## src/rtl/pea_pkg.sv

```systemverilog
// Shared types and defaults for the PE array and its configuration sequencer.
package pea_pkg;

    localparam int unsigned N_CFG_BITS_PE            = 16;
    localparam int unsigned CFG_DRAIN_CYCLES_DEFAULT = 4;

    localparam logic [N_CFG_BITS_PE-1:0] CTRL_NOP = '0;

    typedef enum logic [1:0] {
        StIdle,
        StHold,
        StSwap,
        StDone
    } cfg_seq_state_t;

endpackage

```

## src/rtl/cfg_shadow_bank.sv

```systemverilog
// Shadow/active register bank: single write port into the shadow set and a
// bulk copy of the whole shadow set into the active set.
module cfg_shadow_bank #(
    parameter int unsigned       Width  = 32,
    parameter int unsigned       Depth  = 16,
    parameter logic [Width-1:0]  RstVal = '0,
    localparam int unsigned      IdxW   = (Depth > 1) ? $clog2(Depth) : 1
) (
    input  logic                          clk_i,
    input  logic                          rst_n_i,
    input  logic                          wr_en_i,
    input  logic [IdxW-1:0]               wr_idx_i,
    input  logic [Width-1:0]              wr_data_i,
    input  logic                          copy_i,
    output logic [Depth-1:0][Width-1:0]   active_o
);

    logic [Depth-1:0][Width-1:0] shadow_q;
    logic [Depth-1:0][Width-1:0] active_q;

    // The caller guarantees wr_idx_i < Depth whenever wr_en_i is high.
    always_ff @(posedge clk_i or negedge rst_n_i) begin
        if (!rst_n_i) begin
            shadow_q <= {Depth{RstVal}};
            active_q <= {Depth{RstVal}};
        end else begin
            if (wr_en_i) begin
                shadow_q[wr_idx_i] <= wr_data_i;
            end
            if (copy_i) begin
                active_q <= shadow_q;
            end
        end
    end

    assign active_o = active_q;

endmodule

```

## src/rtl/s_pea_cfg_seq.sv

```systemverilog
// Configuration sequencer: buffers host writes in shadow registers and swaps
// them into the active PE configuration once the array has drained.
module s_pea_cfg_seq #(
    parameter int unsigned N_PE          = 16,
    parameter int unsigned N_CFG_BITS_PE = pea_pkg::N_CFG_BITS_PE,
    parameter int unsigned N_BITS        = 32,
    parameter int unsigned DRAIN_CYCLES  = pea_pkg::CFG_DRAIN_CYCLES_DEFAULT
) (
    input  logic                                  clk_i,
    input  logic                                  rst_n_i,
    input  logic                                  cfg_req_i,
    output logic                                  cfg_gnt_o,
    input  logic [$clog2(N_PE):0]                 cfg_addr_i,
    input  logic [N_BITS-1:0]                     cfg_wdata_i,
    input  logic                                  cfg_commit_i,
    output logic                                  cfg_busy_o,
    output logic                                  cfg_done_o,
    output logic                                  cfg_err_o,
    input  logic                                  pea_ready_i,
    input  logic [N_PE-1:0]                       pe_valid_i,
    output logic                                  pea_hold_o,
    output logic [N_PE-1:0][N_CFG_BITS_PE-1:0]    ctrl_pe_o,
    output logic [N_PE-1:0][N_BITS-1:0]           reg_const_o
);

    import pea_pkg::*;

    localparam int unsigned IDX_W = $clog2(N_PE);
    localparam int unsigned CNT_W = ($clog2(DRAIN_CYCLES + 1) > 0) ? $clog2(DRAIN_CYCLES + 1) : 1;

    cfg_seq_state_t   state_q, state_d;
    logic [CNT_W-1:0] cnt_q, cnt_d;
    logic             dirty_q, dirty_d;
    logic             err_q, err_d;

    logic [IDX_W-1:0] wr_idx;
    logic             idx_ok;
    logic             wr_fire;
    logic             wr_ok;
    logic             ctrl_we;
    logic             const_we;
    logic             swap;

    assign wr_idx   = cfg_addr_i[IDX_W-1:0];
    assign idx_ok   = (32'(wr_idx) < N_PE);
    assign wr_fire  = (state_q == StIdle) && cfg_req_i;
    assign wr_ok    = wr_fire && idx_ok;
    assign ctrl_we  = wr_ok && !cfg_addr_i[IDX_W];
    assign const_we = wr_ok && cfg_addr_i[IDX_W];
    assign swap     = (state_q == StSwap);

    always_ff @(posedge clk_i or negedge rst_n_i) begin
        if (!rst_n_i) begin
            state_q <= StIdle;
            cnt_q   <= '0;
            dirty_q <= 1'b0;
            err_q   <= 1'b0;
        end else begin
            state_q <= state_d;
            cnt_q   <= cnt_d;
            dirty_q <= dirty_d;
            err_q   <= err_d;
        end
    end

    always_comb begin
        state_d = state_q;
        cnt_d   = cnt_q;
        dirty_d = dirty_q;
        err_d   = err_q;
        unique case (state_q)
            StIdle: begin
                if (wr_ok) begin
                    dirty_d = 1'b1;
                end
                if (wr_fire && !idx_ok) begin
                    err_d = 1'b1;
                end
                // A write in the commit cycle is part of this commit.
                if (cfg_commit_i) begin
                    if (dirty_q || wr_ok) begin
                        state_d = StHold;
                        cnt_d   = CNT_W'(DRAIN_CYCLES);
                    end else begin
                        state_d = StDone;
                    end
                end
            end
            StHold: begin
                if (pea_ready_i && (cnt_q != '0)) begin
                    cnt_d = cnt_q - CNT_W'(1);
                end
                // Leave as soon as the last required advance happens, so HOLD
                // spans exactly DRAIN_CYCLES advancing cycles when nothing is in flight.
                if ((cnt_d == '0) && (pe_valid_i == '0)) begin
                    state_d = StSwap;
                end
            end
            StSwap: begin
                dirty_d = 1'b0;
                err_d   = 1'b0;
                state_d = StDone;
            end
            StDone: begin
                state_d = StIdle;
            end
            default: begin
                state_d = StIdle;
            end
        endcase
    end

    assign cfg_gnt_o  = wr_fire;
    assign cfg_busy_o = (state_q != StIdle);
    assign cfg_done_o = (state_q == StDone);
    assign cfg_err_o  = err_q;
    assign pea_hold_o = (state_q == StHold) || (state_q == StSwap);

    cfg_shadow_bank #(
        .Width  (N_CFG_BITS_PE),
        .Depth  (N_PE),
        .RstVal (N_CFG_BITS_PE'(CTRL_NOP))
    ) u_ctrl_bank (
        .clk_i     (clk_i),
        .rst_n_i   (rst_n_i),
        .wr_en_i   (ctrl_we),
        .wr_idx_i  (wr_idx),
        .wr_data_i (N_CFG_BITS_PE'(cfg_wdata_i)),
        .copy_i    (swap),
        .active_o  (ctrl_pe_o)
    );

    cfg_shadow_bank #(
        .Width  (N_BITS),
        .Depth  (N_PE),
        .RstVal ('0)
    ) u_const_bank (
        .clk_i     (clk_i),
        .rst_n_i   (rst_n_i),
        .wr_en_i   (const_we),
        .wr_idx_i  (wr_idx),
        .wr_data_i (cfg_wdata_i),
        .copy_i    (swap),
        .active_o  (reg_const_o)
    );

endmodule
```

## config.mk

```make
export PLATFORM = sky130hd
export DESIGN_NAME = s_pea_cfg_seq
export DESIGN_NICKNAME = d
export VERILOG_FILES = /design/src/rtl/pea_pkg.sv /design/src/rtl/cfg_shadow_bank.sv /design/src/rtl/s_pea_cfg_seq.sv
export SDC_FILE = /design/constraint.sdc
export NUM_CORES = 2
export LEC_CHECK = 0
export ABC_AREA = 1
export BUFFER_PORTS_ARGS = -buffer_cell sky130_fd_sc_hd__buf_2
export CAP_MARGIN = 10
export CELL_PAD_IN_SITES_DETAIL_PLACEMENT = 1
export CELL_PAD_IN_SITES_GLOBAL_PLACEMENT = 1
export CORE_MARGIN = 2
export CORE_UTILIZATION = 43
export CTS_CLUSTER_SIZE = 25
export DETAILED_ROUTE_END_ITERATION = 16
export PLACE_DENSITY_LB_ADDON = 0.1
export RECOVER_POWER = 100
export SLEW_MARGIN = 20
export SYNTH_ARGS = -nofsm -noshare
export SYNTH_HDL_FRONTEND = slang
export SYNTH_SLANG_ARGS = --single-unit
```

## constraint.sdc

```tcl
create_clock -name clk_i -period 1.95 [get_ports clk_i]
set_input_delay 0.39 -clock clk_i [delete_from_list [all_inputs] [get_ports clk_i]]
set_output_delay 0.39 -clock clk_i [all_outputs]
set_load 0.05 [all_outputs]
```

==> flow_summary.yaml <==
cts:
  numCtsBuffers: 164
  cts_root_buf: "clkbuf_16"
  cts_tree: "built"
  clk_pin_slew_worst_paths_ps: 60
  htreeDepth: 4
  clock_path_buffers: 3
  clk-insertion-delay-late_ps: 790
  cts.sinks: 1542
routing:
  drt-initial-drc-count: 3792
  drt_wl_total_um: 203900
  vias_per_cell: 5.236
  ant_nets: 0
  post_drt_wl_per_cell_um: 23.47
  vias: 45480
  drc: 0
  dr.pass1.iters: 7
synth:
  synth_area_leader_cell: "dfrtp_1"
  synthArstFlopShare_pct: 100.0
  synth-edff-count: 0
  synth.distinct_cells: 27
  ys.flop_type: "dfrtp_1"
  yosysWarnings: 0
  yosysMostFrequentCell: "nand2_1"
  syn_avg_cell_area_sq_um: 9.507
  synth_top_area_share_pct: 68.41
  synth_cells: 5933
  ys_top_cells_by_count: "3,056 x nand2_1, 1,542 x dfrtp_1, 687 x o21ai_0, 282 x clkbuf_1, 92 x buf_2"
  syn_nets: 5998
  synth-seq-cells: 1542
  synth-seq-area-share_pct: 68.41
  synthesis.area_sq_mm: 0.05641
  synthTopCellsByArea: "dfrtp_1 68%, nand2_1 20%, o21ai_0 6.1%, clkbuf_1 1.9%, buf_2 0.82%"
run:
  maxCapViolCount: 1
floorplan:
  rows: 132
  coreArea_sq_mm: 0.1298
  fp.dieW_um: 366.2
  die-area_sq_mm: 0.1341
  top_level_ports: 831
  die_h_um: 366.2
  start_util_pct: 43.45
sta:
  worst_slew_pin_slew_ps: 1516
  slew_headroom_pct: -1.075
  post-route-period-util_pct: 112.8
  clock_skew_ps: 22.47
  setup-violations-final: 571
  slew_viol_final: 23
  fin_ws_ps: -250.0
  rsz0062_at_grt: "yes"
  fmax_mhz: 454.5
  period_needed_ps: 2200
  finalHoldViolations: 0
cells_and_area:
  postLayoutCellArea_sq_mm: 0.07078
  multi_input_area_sq_mm: 0.01610
  areaGrowthSynthToFinish_pct: 25.47
  finalNetCount: 6885
  drive_above_1_share_pct: 20.05
  seq_area_sq_mm: 0.03861
  fillCellCount: 14710
hold_path:
  hold_path_class: "input pin to register"
  min_to: "u_const_bank.shadow_q[31]$_DFFE_PN0P_"
  hold-path-cell-count: 4
  min_from: "cfg_wdata_i[31]"
placed_design:
  gp_congestion: 0.8286
  port_buffers: 829
  dp_hpwl_um: 130500
  placed_area_sq_mm: 0.06460
status:
  violations: "max-capacitance violations, max-slew violations, negative setup slack"
  status: "finished with violations"
worst_setup_path:
  endpoint_kind: "primary output"
  required_ps: 1560
  cp_max_fo: 2
  r2r_end: "u_ctrl_bank.active_o[13]$_DFFE_PN0P_"
  worstPathArrival_ps: 1810
  reg2reg_slack_ps: -180
  reg2regPathDepth: 8
  r2r_start: "state_q[0]$_DFFE_PN0P_"
  crit_type: "register to primary output"
  startpoint_type: "register"
global_routing:
  antenna_found_initial: 14
  grt_usage_pct: 29.57
  grt_max_degree: 116
  grt_pass1_wl_um: 299900
  grt_pass1_vias: 47130
  grt.overflow.total: 0
pwr:
  p_leak_nw: 38.66
  max-vdd-ir-drop_v: 0.001607
  powerDensity_mw_per_mm2: 1908
  power_w: 0.1350
## stage by stage
stage          setup TNS (ps)  setup WS [ps]  utilization, %  hold WS, ps  std cells
6_report               -39850         -250.0           54.52        125.3       8686
5_1_grt               -120970         -299.5           54.52        122.7       8685
4_1_cts                -810.4         -290.1           54.41        57.24       8669
3_5_place_dp           -36.79         -24.93           49.76        296.2       8357
3_3_place_gp                0          53.39           49.76        295.7       8357
2_1_floorplan               0          233.8               -        94.41       5933
## worst max-delay path: stages, from the launching register on
cell        delay, ps
dfrtp_1           400
inv_2             100
ha_4              190
clkinvlp_4        150
buf_8             180
## repair_timing
item | 4_1_cts | 5_1_grt
gates cloned | 0 | 14
pin swaps | 2 | 3
endpoints found under the setup margin | 206 | 60
hold buffers | 20 | 0
buffers inserted | 3 | 3
hold endpoints to repair | 857 | 0
resized for setup | 200 | 31
## placed cells by master, fill, tap and decap left out, types with 5 or more instances in the layout
cell type,instances
a21oi_1,35
buf_12,97
buf_2,664
buf_4,239
buf_6,11
buf_8,15
bufinv_16,7
clkbuf_1,52
clkbuf_16,183
clkbuf_2,24
clkbuf_4,9
clkbuf_8,42
clkinv_2,19
dfrtp_1,1524
dfrtp_2,18
dlygate4sd3_1,20
inv_1,46
inv_2,18
nand2_1,3051
nand2_2,6
nand2_4,6
nand2_8,5
nor2_1,54
nor2_2,7
o21ai_0,677
o21ai_1,80
## flip-flops by register name (all words and copies together) (netlist names)
name                   flops
cnt_q                      3
dirty_q                    1
state_q                    2
u_const_bank.active_o    512
u_const_bank.shadow_q    512
u_ctrl_bank.active_o     256
u_ctrl_bank.shadow_q     256
## routing by layer
metal  wire length [um]  vias up  global-route usage, %  part of all wire [%]
met5                 13        -                      0                0.0064
met4               9273        2                  12.72                   4.5
met3              11830      385                  4.502                   5.8
met2              98450     1464                  48.78                    48
met1              84310    23410                  38.99                    41
li1                   -    20220                      -                     -
## worst max path at each step
stage	start	to	slack (ps)	cells after the start
floorplan	state_q[0]$_DFFE_PN0P_	u_const_bank.shadow_q[208]$_DFFE_PN0P_	230	9
global placement	state_q[1]$_DFFE_PN0P_	u_const_bank.shadow_q[272]$_DFFE_PN0P_	50	9
detailed placement	state_q[1]$_DFFE_PN0P_	u_const_bank.shadow_q[265]$_DFFE_PN0P_	-20	9
CTS	state_q[1]$_DFFE_PN0P_	cfg_busy_o	-290	4
global route	state_q[0]$_DFFE_PN0P_	cfg_busy_o	-300	4
finish	state_q[0]$_DFFE_PN0P_	cfg_busy_o	-250	4
## report_power, final
group          leakage (nW)  total [W]  switching (W)  internal [W]
clock network          2.61     0.0311         0.0129        0.0183
logic                  15.5     0.0512         0.0388        0.0124
registers              20.5     0.0527        0.00940        0.0433
total                  38.7      0.135         0.0611        0.0740
## area by class of cell
class,count,share of cell area (%)
Multi-Input combinational cell,3941,22.74
Clock buffer,257,6.995
Timing Repair Buffer,1103,11.74
Sequential cell,1542,54.55
Antenna cell,1,0.003536
Inverter,68,0.3766
Clock inverter,32,0.5109
Tap cell,1742,3.080
## cell families (layout without fill, tap and decap cells)
family / count (synthesis) / count (layout) / share of synthesized area, %
compound gates: 794 / 794 / 7.052
fa+ha+maj: 7 / 7 / 0.1553
buf+inv: 450 / 1460 / 3.232
flops: 1542 / 1542 / 68.41
other cells: 1 / 2 / 0.006648
simple gates: 3139 / 3139 / 21.15
(Power assumes the default switching activity.)
